File: src/rtl/mux_scan_if.sv
// Bundle of the signals between the scan sequencer, the 16:1 mux it drives and
// the consumer of assembled words. The sequencer uses the master view.
interface mux_scan_if;
    logic        start;
    logic        continuous;
    logic        mux_o;
    logic        ready;
    logic [3:0]  sel;
    logic [15:0] data;
    logic        valid;
    logic        busy;
    logic        overrun;

    modport master (
        input  start, continuous, mux_o, ready,
        output sel, data, valid, busy, overrun
    );

    modport slave (
        output start, continuous, mux_o, ready,
        input  sel, data, valid, busy, overrun
    );
endinterface

File: src/rtl/mux_scan_ctrl.sv
// Scan sequencer for a 16:1 mux: steps sel through all channels, holds each one
// for SETTLE_CYC+2 cycles, samples mux_o on the last cycle and publishes the
// assembled 16-bit word through a valid/ready handshake. All outputs are flops.
module mux_scan_ctrl #(
    parameter int unsigned SETTLE_CYC = 0
) (
    input  logic       clk,
    input  logic       rst_n,
    mux_scan_if.master bus
);

    localparam logic [3:0] SETTLE_LIM = 4'(SETTLE_CYC);

    typedef enum logic [1:0] {
        ST_IDLE   = 2'd0,
        ST_SETTLE = 2'd1,
        ST_SAMPLE = 2'd2
    } state_t;

    state_t      state_q, state_d;
    logic [3:0]  sel_q, sel_d;
    logic [3:0]  cnt_q, cnt_d;
    logic [15:0] shift_q, shift_d;
    logic [15:0] data_q, data_d;
    logic        valid_q, valid_d;
    logic        busy_q, busy_d;
    logic        overrun_q, overrun_d;
    logic        complete_s;

    // Next-state, channel stepping, word assembly and handshake bookkeeping.
    always_comb begin
        state_d    = state_q;
        sel_d      = sel_q;
        cnt_d      = cnt_q;
        shift_d    = shift_q;
        data_d     = data_q;
        valid_d    = valid_q;
        overrun_d  = 1'b0;
        complete_s = 1'b0;

        case (state_q)
            ST_IDLE: begin
                sel_d = 4'd0;
                cnt_d = 4'd0;
                if (bus.start) begin
                    state_d = ST_SETTLE;
                end else begin
                    state_d = ST_IDLE;
                end
            end
            ST_SETTLE: begin
                if (cnt_q == SETTLE_LIM) begin
                    state_d = ST_SAMPLE;
                end else begin
                    cnt_d = cnt_q + 4'd1;
                end
            end
            ST_SAMPLE: begin
                shift_d[sel_q] = bus.mux_o;
                cnt_d          = 4'd0;
                if (sel_q == 4'd15) begin
                    // Last channel: publish the word including this edge's bit,
                    // and clear the assembly register for the next scan.
                    complete_s = 1'b1;
                    data_d     = {bus.mux_o, shift_q[14:0]};
                    shift_d    = 16'h0000;
                    sel_d      = 4'd0;
                    if (bus.continuous) begin
                        state_d = ST_SETTLE;
                    end else begin
                        state_d = ST_IDLE;
                    end
                end else begin
                    sel_d   = sel_q + 4'd1;
                    state_d = ST_SETTLE;
                end
            end
            default: begin
                state_d = ST_IDLE;
                sel_d   = 4'd0;
                cnt_d   = 4'd0;
            end
        endcase

        // A completing word always wins over a consume on the same edge.
        if (complete_s) begin
            valid_d   = 1'b1;
            overrun_d = valid_q & ~bus.ready;
        end else if (valid_q && bus.ready) begin
            valid_d = 1'b0;
        end else begin
            valid_d = valid_q;
        end

        busy_d = (state_d != ST_IDLE);
    end

    // State and output registers; reset discards any partially assembled word.
    always_ff @(posedge clk or negedge rst_n) begin
        if (!rst_n) begin
            state_q   <= ST_IDLE;
            sel_q     <= 4'd0;
            cnt_q     <= 4'd0;
            shift_q   <= 16'h0000;
            data_q    <= 16'h0000;
            valid_q   <= 1'b0;
            busy_q    <= 1'b0;
            overrun_q <= 1'b0;
        end else begin
            state_q   <= state_d;
            sel_q     <= sel_d;
            cnt_q     <= cnt_d;
            shift_q   <= shift_d;
            data_q    <= data_d;
            valid_q   <= valid_d;
            busy_q    <= busy_d;
            overrun_q <= overrun_d;
        end
    end

    assign bus.sel     = sel_q;
    assign bus.data    = data_q;
    assign bus.valid   = valid_q;
    assign bus.busy    = busy_q;
    assign bus.overrun = overrun_q;

endmodule

File: src/flat_wrapper.sv
// flat-port wrapper written by rule: the top's interface ports become plain ports
module mux_scan_ctrl_flat 
#(
    parameter int unsigned SETTLE_CYC = 0
)
  (clk, rst_n, bus_start, bus_continuous, bus_mux_o, bus_ready, bus_sel, bus_data, bus_valid, bus_busy, bus_overrun);
  mux_scan_if bus_i ();
  input  logic clk;
  input  logic rst_n;
  input wire logic [$bits(bus_i.start)-1:0] bus_start;
  input wire logic [$bits(bus_i.continuous)-1:0] bus_continuous;
  input wire logic [$bits(bus_i.mux_o)-1:0] bus_mux_o;
  input wire logic [$bits(bus_i.ready)-1:0] bus_ready;
  output wire logic [$bits(bus_i.sel)-1:0] bus_sel;
  output wire logic [$bits(bus_i.data)-1:0] bus_data;
  output wire logic [$bits(bus_i.valid)-1:0] bus_valid;
  output wire logic [$bits(bus_i.busy)-1:0] bus_busy;
  output wire logic [$bits(bus_i.overrun)-1:0] bus_overrun;
  assign bus_i.start = bus_start;
  assign bus_i.continuous = bus_continuous;
  assign bus_i.mux_o = bus_mux_o;
  assign bus_i.ready = bus_ready;
  assign bus_sel = bus_i.sel;
  assign bus_data = bus_i.data;
  assign bus_valid = bus_i.valid;
  assign bus_busy = bus_i.busy;
  assign bus_overrun = bus_i.overrun;
  mux_scan_ctrl #(.SETTLE_CYC(SETTLE_CYC)) u_core (.clk(clk), .rst_n(rst_n), .bus(bus_i));
endmodule
File: config.mk
export PLATFORM = sky130hd
export DESIGN_NAME = mux_scan_ctrl_flat
export DESIGN_NICKNAME = d
export VERILOG_FILES = /design/src/rtl/mux_scan_if.sv /design/src/rtl/mux_scan_ctrl.sv /design/src/flat_wrapper.sv
export SDC_FILE = /design/constraint.sdc
export NUM_CORES = 1
export LEC_CHECK = 0
export CAP_MARGIN = 15
export CORE_MARGIN = 2
export CORE_UTILIZATION = 55
export CTS_CLUSTER_DIAMETER = 120
export CTS_CLUSTER_SIZE = 16
export DETAILED_ROUTE_END_ITERATION = 16
export GPL_ROUTABILITY_DRIVEN = 0
export PLACE_DENSITY = 0.85
export REMOVE_ABC_BUFFERS = 1
export SYNTH_ARGS = -nofsm -noshare
export SYNTH_HDL_FRONTEND = slang
export SYNTH_SLANG_ARGS = --single-unit
File: constraint.sdc
create_clock -name clk -period 3.58 [get_ports clk]
set_clock_uncertainty 0.2 [all_clocks]
set_input_delay 0.358 -clock clk [delete_from_list [all_inputs] [get_ports clk]]
set_output_delay 0.358 -clock clk [all_outputs]
set_load 0.05 [all_outputs]
==> results of run 1 <==
[routing by layer]
layer / wire length [um] / global-route usage [%]
met5: 0 / 0
met4: 48 / 6.771
met1: 1646 / 26.06
met3: 184 / 5.993
met2: 2026 / 32.65
[kinds of logic (layout without fill, tap and decap cells)]
group | after synthesis | in the layout | share of synthesized area (%)
adders and majority gates | 6 | 6 | 3.645
DFF | 44 | 44 | 53.46
muxes | 19 | 19 | 11.97
xor gates and xnor gates | 3 | 3 | 1.276
buffers and inverters | 13 | 41 | 3.341
AOI/OAI and AO/OA | 28 | 28 | 9.234
and+or+nand+nor | 56 | 56 | 17.07
[registers in the layout (all words and copies together) (netlist names)]
name and cells:
u_core.bus.busy 1, u_core.bus.valid 1, u_core.cnt_q 4, u_core.state_q 2, u_core.bus.overrun 1, u_core.shift_q 15
u_core.bus.data 16, u_core.bus.sel 4
[path summary, 6_finish.rpt]
kind,start,to,cells after the start
worst max register to register,u_core.bus.sel[0],u_core.bus.data[2],4
max in group asynchronous,rst_n,u_core.bus.data[6],1
worst min register to register,u_core.shift_q[7],u_core.bus.data[7],1
min in group clk,u_core.shift_q[7],u_core.bus.data[7],1
worst max-delay path,u_core.bus.sel[2],bus_sel[2],1
worst min-delay path,rst_n,u_core.bus.data[12],1
[cell usage after synthesis]
cell type | count | area share [%]
sky130_fd_sc_hd__dfrtp_1 | 44 | 53
sky130_fd_sc_hd__o21ai_0 | 15 | 3.6
sky130_fd_sc_hd__nand3_1 | 13 | 3.2
sky130_fd_sc_hd__a31o_2 | 10 | 4.3
sky130_fd_sc_hd__and4_1 | 9 | 3.8
sky130_fd_sc_hd__mux2_2 | 9 | 4.9
sky130_fd_sc_hd__mux2_4 | 9 | 6.6
sky130_fd_sc_hd__nor2_1 | 9 | 1.6
sky130_fd_sc_hd__ha_1 | 6 | 3.6
sky130_fd_sc_hd__nor2b_1 | 6 | 1.8
sky130_fd_sc_hd__nand2_1 | 5 | 0.91
sky130_fd_sc_hd__buf_2 | 4 | 0.97
sky130_fd_sc_hd__inv_1 | 4 | 0.73
sky130_fd_sc_hd__nand3b_1 | 4 | 1.5
sky130_fd_sc_hd__and2_1 | 2 | 0.61
sky130_fd_sc_hd__buf_4 | 2 | 0.73
sky130_fd_sc_hd__clkbuf_1 | 2 | 0.36
sky130_fd_sc_hd__nand2b_1 | 2 | 0.61
sky130_fd_sc_hd__nor3b_1 | 2 | 0.73
sky130_fd_sc_hd__xnor2_1 | 2 | 0.85
sky130_fd_sc_hd__a211o_1 | 1 | 0.43
sky130_fd_sc_hd__a32o_1 | 1 | 0.49
sky130_fd_sc_hd__a32oi_1 | 1 | 0.43
sky130_fd_sc_hd__buf_6 | 1 | 0.55
sky130_fd_sc_hd__mux2i_1 | 1 | 0.49
sky130_fd_sc_hd__nand4_4 | 1 | 1.0
sky130_fd_sc_hd__nand4b_1 | 1 | 0.43
sky130_fd_sc_hd__nor3_1 | 1 | 0.24
sky130_fd_sc_hd__nor3b_2 | 1 | 0.61
sky130_fd_sc_hd__xor2_1 | 1 | 0.43
[power groups by stage]
| stage | clock, uW | combinational (uW) | sequential [uW] |
|---|---|---|---|
| after global placement | 0 | 280 | 595 |
| after detailed placement | 0 | 290 | 601 |
| final | 409 | 294 | 592 |
| after floorplan | 0 | 150 | 634 |
| after global routing | 438 | 318 | 601 |
| after CTS | 418 | 294 | 591 |
[area by class of cell]
cell class	count	share of cell area, %
clock buffers	7	3.893
clock inverters	1	1.213
inverters	4	0.6067
multi-input cells	112	35.95
flip-flops and latches	44	44.49
well taps	48	2.427
repair buffers	29	11.43
[metrics by stage]
| stage | power [uW] | setup WS [ns] | instance area, um^2 | hold WS (ns) |
|---|---|---|---|---|
| floorplan | 783.6 | 1.088 | 2006 | -0.1376 |
| global placement | 875.2 | 1.450 | 2349 | 0.2863 |
| detailed placement | 890.9 | 1.325 | 2349 | 0.2911 |
| CTS | 1303 | 1.233 | 2475 | 0.04424 |
| global route | 1358 | 1.120 | 2475 | 0.09160 |
| finish | 1296 | 1.237 | 2475 | 0.005060 |
==> out/results.env, run 1 <==
RUN_STATUS='finished clean'
FLOORPLAN.DIE_AREA_MM2=0.004250
FINALHOLDVIOLATIONS=0
YS_FF_LATCH=44
ANT_NETS=0
PLACEDCELLCOUNT=237
DR.PASS1.ITERS=4
INITIAL_UTILIZATION_PCT=56.68
SEQ_POWER_SHARE_PCT=45.7
CRITICAL_PATH_ARRIVAL_NS=1.78
CRITPATHMAXSTAGEDELAY_NS=0.89
INTERNAL-POWER_uW=893.4
LARGEST_NET_DEGREE_AT_THE_START_OF_GLOBAL_ROUTING=45
ANTENNA_CELLS=0
TIMING_WORST_SLEW_PIN_VALUE_NS=0.9433
AVGSYNTHCELLAREA_UM2=12.19
DESIGN.PORTCOUNT=29
DETAIL_ROUTE.VIAS_PER_CELL=5.845
DETAILEDPLACEMENTHPWL_UM=2645
FINAL_LAYOUT_SIZE_SUFFIX_GT1_SHARE_PCT=20.30
REGTOREGSETUPSLACK_NS=1.27
SWITCHING_POWER_uW=402.2
CP_TOP_FAMILY='buffers and inverters'
POWER_FRAC_COMB_PCT=22.7
SETUP_TOTAL_NEGATIVE_SLACK_NS=0
FINAL_COMMON_CELL='sky130_fd_sc_hd__dfrtp_1'
TIMING.FINAL.CRIT_SHARE_PCT=65.44
MULTI_INPUT_AREA_UM2=889.6
CLK_PIN_SLEW_NS=0.08
CRITICAL_PATH.N_BUFFERS_INVERTERS=1
LAYOUT_COMMON_CELLS='sky130_fd_sc_hd__dfrtp_1 (44), sky130_fd_sc_hd__clkdlybuf4s50_1 (27), sky130_fd_sc_hd__o21ai_0 (15), sky130_fd_sc_hd__nand3_1 (13), sky130_fd_sc_hd__a31o_2 (10)'
CRIT_PATH_START_KIND='flip-flop'
ACHIEVABLE-FREQUENCY_MHz=426.8
CAP_VIOLATIONS=0
SYNTHCELLS=169
STATIC-LEAKAGE-POWER_uW=0.001126
ANTENNA_FOUND_INITIAL=0
LAYOUT.FILLER_CELLS=270
TOTALWIRELENGTH_UM=3906
DRC=0
GRT_UTIL_ALL_LAYERS_PCT=20.19
WORSTSKEWPAIRLATENCY_NS=0.30
DETAIL_ROUTE.ITER0.VIOLATIONS=96
CRITICAL_PATH_PEAK_FANOUT=13
SYNTH_SEQUENTIAL_AREA_RATIO_PCT=53.46
POST_SYNTH_INSTANCE_AREA_MM2=0.002059
CTS_HOLD_BUFFERS=0
FINAL_CELLS=245
LAYOUT_AREA_OVERHEAD_PCT=20.17
CLOCK_TREE_FROM_TRITONCTS='done'
WIRE_LENGTH_PER_CELL_AFTER_DETAILED_ROUTING_UM=15.94
WORST_HOLD_PATH_TYPE='in -> async'
CTS-BUFFERS-INSERTED=5
NUM_ROWS=22
DIEHEIGHT_UM=65.19
POST_CTS.RESIZED_INSTANCES=0
FP.COREAREA_MM2=0.003633
DESIGN.FINAL.NETS=208
PLACE.PORT_BUFFERS=28
CLOCK_POWER_SHARE_PCT=31.6
FP.DIEW_UM=65.19
GRT_PASS1_WL_UM=6561
SETUP.WORST_PATH.CLASS='reg -> out'
CTS_MAX_PATH_BUFFERS=2
REPORT.FINAL.SETUP_VIOL=0
NETSWITCHINGFRACTION_PCT=31.05
TIMING.CRITICAL_PATH.TO_TYPE='output pin'
UNREPAIRED_SETUP_ENDPOINTS_AFTER_GLOBAL_ROUTING='false'
CTS.SINK_COUNT=44
GRT_REMAINING_OVERFLOW=0
POSTCTSSETUPREPAIRBUFS=0
SLEW_HEADROOM_PCT=37.11
POWER-PER-CELL-AREA_mW_PER_MM2=523.5
WORST_IR_DROP_VDD_mV=0.4173
TOTAL_COUNT_OF_MAX_TRANSITION_VIOLATIONS_IN_THE_FINAL_REPORT=0
LAYOUT.AREA.SEQ_MM2=0.001101
CRITICAL_PATH.CELL_CHAIN='clkdlybuf4s50_1'
ROOT_BUFFER='sky130_fd_sc_hd__clkbuf_8'
SYNTHDISTINCTLIBCELLS=30
CRIT_SLOWEST_CELL='sky130_fd_sc_hd__clkdlybuf4s50_1'
GRT_PASS1_VIAS=1379
CTS_HTREE_LEVELS=2
FIN_CRIT_NS=2.343
FINAL_UTIL_PCT=68.11
ROUTED-VIA-COUNT=1432
YOSYSWARNINGCOUNT=0
WORSTPATHREQUIRED_NS=3.02
Power figures use the tool's default switching activity.
==> run 2, diff against run 1 <==
--- a/config.mk
+++ b/config.mk
@@ -7,12 +7,12 @@
 export LEC_CHECK = 0
 export CAP_MARGIN = 15
 export CORE_MARGIN = 2
-export CORE_UTILIZATION = 55
+export CORE_UTILIZATION = 48
 export CTS_CLUSTER_DIAMETER = 120
 export CTS_CLUSTER_SIZE = 16
 export DETAILED_ROUTE_END_ITERATION = 16
 export GPL_ROUTABILITY_DRIVEN = 0
-export PLACE_DENSITY = 0.85
+export PLACE_DENSITY = 0.79
 export REMOVE_ABC_BUFFERS = 1
 export SYNTH_ARGS = -nofsm -noshare
 export SYNTH_HDL_FRONTEND = slang
==> constraint.sdc (replaced) <==
create_clock -name clk -period 1.89 [get_ports clk]
set_clock_uncertainty 0.2 [all_clocks]
set_input_delay 0.189 -clock clk [delete_from_list [all_inputs] [get_ports clk]]
set_output_delay 0.189 -clock clk [all_outputs]
set_load 0.05 [all_outputs]
==> run 2 against run 1 <==
Net effect:
- first-iteration DRC count decreased by 20%
- combinational power grew 130%
- sequential power is 81% higher
- register-to-register slack lost 1.2 ns
- utilization decreased by 5.9 points
- final cell count rose by 5.3%
- critical path type unchanged
- sequential share of layout area is 0.90 points lower
- worst hold slack better by 0.17 ns
- critical path depth stayed put
- global-route usage shrank 1.5 points
- power is 78% higher
- largest cell class unchanged
- sequential cell count unchanged
==> out/results.env, run 2 (synthesis gave the netlist of run 1 again) <==
RUN_STATUS='finished clean'  # unchanged
CP_TOP_FAMILY='buffers and inverters'  # unchanged
WORSTREGTOREGCELLS=4  # unchanged
TIMING.FINAL.CRIT_SHARE_PCT=98.48
ACHIEVABLE-FREQUENCY_MHz=537.3
CLK_PIN_SLEW_NS=0.08  # about the same
DESIGN.PORTCOUNT=29  # unchanged
GRT_PASS1_WL_UM=7162  # was 6561 um
FP.DIEW_UM=69.50  # was 65.19 um
ANT_NETS=0  # unchanged
FINAL_CELLS=258  # was 245
ANTENNA_CELLS=0  # unchanged
WORSTSKEWPAIRLATENCY_NS=0.30  # about the same
FINAL_LAYOUT_SIZE_SUFFIX_GT1_SHARE_PCT=33.17  # was 20.30%
DETAIL_ROUTE.ITER0.VIOLATIONS=77  # was 96
GRT_PASS1_VIAS=1507  # was 1379
CTS-BUFFERS-INSERTED=5  # unchanged
WORST_IR_DROP_VDD_mV=0.5204  # was 0.4173 mV
CRITICAL_PATH_DEPTH=1  # unchanged
TIMING.CRITICAL_PATH.TO_TYPE='output pin'  # unchanged
POWER-PER-CELL-AREA_mW_PER_MM2=911.4  # was 523.5 mW/mm^2
TOTAL_COUNT_OF_MAX_TRANSITION_VIOLATIONS_IN_THE_FINAL_REPORT=0  # unchanged
CTS_HTREE_LEVELS=2  # unchanged
TIMING_WORST_SLEW_PIN_VALUE_NS=0.4924  # was 0.9433 ns
LAYOUT_AREA_OVERHEAD_PCT=22.66  # was 20.17%
FINALHOLDVIOLATIONS=0  # unchanged
LAYOUT_COMMON_CELLS='sky130_fd_sc_hd__dfrtp_1 (44), sky130_fd_sc_hd__buf_4 (27), sky130_fd_sc_hd__o21ai_0 (15), sky130_fd_sc_hd__nand3_1 (13), sky130_fd_sc_hd__a31o_2 (10)'  # was sky130_fd_sc_hd__dfrtp_1 (44), sky130_fd_sc_hd__clkdlybuf4s50_1 (27), sky130_fd_sc_hd__o21ai_0 (15), sky130_fd_sc_hd__nand3_1 (13), sky130_fd_sc_hd__a31o_2 (10)
LARGEST_REGISTER_FF_COUNT=16  # unchanged
ROOT_BUFFER='sky130_fd_sc_hd__clkbuf_8'  # unchanged
WIRE_LENGTH_PER_CELL_AFTER_DETAILED_ROUTING_UM=15.92  # was 15.94 um
TOTALWIRELENGTH_UM=4107  # was 3906 um
FLOORPLAN.DIE_AREA_MM2=0.004830  # was 0.004250 mm^2
CLOCK_TREE_FROM_TRITONCTS='done'  # unchanged
SETUP.WORST_PATH.CLASS='reg -> out'  # unchanged
SLEW_HEADROOM_PCT=67.07  # was 37.11%
DETAILEDPLACEMENTHPWL_UM=2946  # was 2645 um
REGTOREGSETUPSLACK_NS=0.10  # was 1.27 ns
GRT_REMAINING_OVERFLOW=0  # unchanged
PLACE.PORT_BUFFERS=28  # unchanged
CRIT_PATH_START_KIND='flip-flop'  # unchanged
INITIAL_UTILIZATION_PCT=50.76  # was 56.68%
CRIT_SLOWEST_CELL='sky130_fd_sc_hd__clkdlybuf4s50_1'  # unchanged
CRITPATHMAXSTAGEDELAY_NS=0.81  # was 0.89 ns
DETAIL_ROUTE.VIAS_PER_CELL=5.643  # was 5.845
FIN_TOTAL_PWR_uW=2302  # was 1296 uW
CRITICAL_PATH_PEAK_FANOUT=2  # was 13
NUM_ROWS=23  # was 22
GRT_UTIL_ALL_LAYERS_PCT=18.66  # was 20.19%
WORST_HOLD_PATH_TYPE='in -> async'  # unchanged
FIN_CRIT_NS=1.861
ROUTED-VIA-COUNT=1456  # was 1432
UNREPAIRED_SETUP_ENDPOINTS_AFTER_GLOBAL_ROUTING='false'  # unchanged
CTS_MAX_PATH_BUFFERS=2  # unchanged
LARGEST_NET_DEGREE_AT_THE_START_OF_GLOBAL_ROUTING=27  # was 45
WORSTPATHREQUIRED_NS=1.50  # was 3.02 ns
DRC=0  # unchanged
DR.PASS1.ITERS=4  # unchanged
LAYOUT.FILLER_CELLS=313  # was 270
FINAL_COMMON_CELL='sky130_fd_sc_hd__dfrtp_1'  # unchanged
DESIGN.FINAL.NETS=220  # was 208
FP.COREAREA_MM2=0.004058  # was 0.003633 mm^2
CAP_VIOLATIONS=0  # unchanged
STATIC-LEAKAGE-POWER_uW=0.001207  # was 0.001126 uW
ANTENNA_FOUND_INITIAL=0  # unchanged
HOLD_WS_NS=0.1794  # was 0.005060 ns
CTS.SINK_COUNT=44  # unchanged
DIEHEIGHT_UM=69.50  # was 65.19 um
REPORT.FINAL.SETUP_VIOL=0  # unchanged
PLACEDCELLCOUNT=250  # was 237
CRITICAL_PATH_ARRIVAL_NS=1.47  # was 1.78 ns
CRITICAL_PATH.N_BUFFERS_INVERTERS=1  # unchanged
CRITICAL_PATH.CELL_CHAIN='clkdlybuf4s50_1'  # unchanged
-- run 2: repair_timing --
action / 4_1_cts / 5_1_grt
setup endpoints to repair: 0 / 5
hold endpoints to repair: 20 / 0
resized for setup: 0 / 2
hold buffers: 1 / 0
buffers inserted: 0 / 0
-- run 2: power breakdown --
part / switching (uW) / internal [uW] / total (uW)
clock: 311 / 250 / 562
sequential: 43.9 / 1020 / 1070
combinational: 425 / 247 / 672
total: 780 / 1520 / 2300
-- run 2: final timing paths --
path,endpoint,from
hold / removal,u_core.shift_q[14],rst_n
hold reg to reg,u_core.bus.data[13],u_core.shift_q[13]
min in group clk,u_core.bus.data[13],u_core.shift_q[13]
setup / recovery,bus_data[12],u_core.bus.data[12]
max in group asynchronous,u_core.cnt_q[0],rst_n
setup reg to reg,u_core.bus.data[0],u_core.bus.sel[1]
-- run 2: metal layers --
| layer | up-vias | wire length [um] | share of wire (%) | global-route usage (%) |
|---|---|---|---|---|
| li1 | 688 | - | - | - |
| met1 | 724 | 1746 | 43 | 21.92 |
| met2 | 38 | 2108 | 51 | 32.69 |
| met3 | 6 | 203 | 4.9 | 4.797 |
| met4 | 0 | 48 | 1.2 | 6.972 |
| met5 | - | 0 | 0 | 0 |
-- run 2: stage by stage --
stage | utilization [%] | TNS [ns] | cell area, um^2 | setup slack (ns)
finish | 62.26 | 0 | 2526 | 0.02869
global placement | 59.79 | 0 | 2426 | 0.1050
CTS | 62.04 | 0 | 2517 | 0.02302
detailed placement | 59.79 | 0 | 2426 | 0.04187
floorplan | - | -15.28 | 2006 | -0.6023
global route | 62.26 | 0 | 2526 | 0.007783
-- run 2: layout make-up --
cell class | instances | area [um^2] | area share [%]
Sequential cell | 44 | 1101 | 43.59
Inverter | 4 | 15.01 | 0.5944
Clock inverter | 2 | 12.51 | 0.4953
Clock buffer | 5 | 68.82 | 2.724
Timing Repair Buffer | 41 | 367.9 | 14.56
Multi-Input combinational cell | 112 | 898.4 | 35.56
Tap cell | 50 | 62.56 | 2.476
-- run 2: worst reg2reg max path: stages, from the launching register on --
cell,delay (ns)
sky130_fd_sc_hd__dfrtp_1,0.36
sky130_fd_sc_hd__ha_2,0.22
sky130_fd_sc_hd__nand3_1,0.16
sky130_fd_sc_hd__nor3b_4,0.35
sky130_fd_sc_hd__mux2_2,0.38
==> run 3, diff against run 2 <==
--- a/config.mk
+++ b/config.mk
@@ -5,13 +5,11 @@
 export SDC_FILE = /design/constraint.sdc
 export NUM_CORES = 1
 export LEC_CHECK = 0
-export CAP_MARGIN = 15
 export CORE_MARGIN = 2
 export CORE_UTILIZATION = 48
 export CTS_CLUSTER_DIAMETER = 120
 export CTS_CLUSTER_SIZE = 16
 export DETAILED_ROUTE_END_ITERATION = 16
-export GPL_ROUTABILITY_DRIVEN = 0
 export PLACE_DENSITY = 0.79
 export REMOVE_ABC_BUFFERS = 1
 export SYNTH_ARGS = -nofsm -noshare
==> results of run 3 <==
Final layout, timing and power as in run 2 (identical DEF).
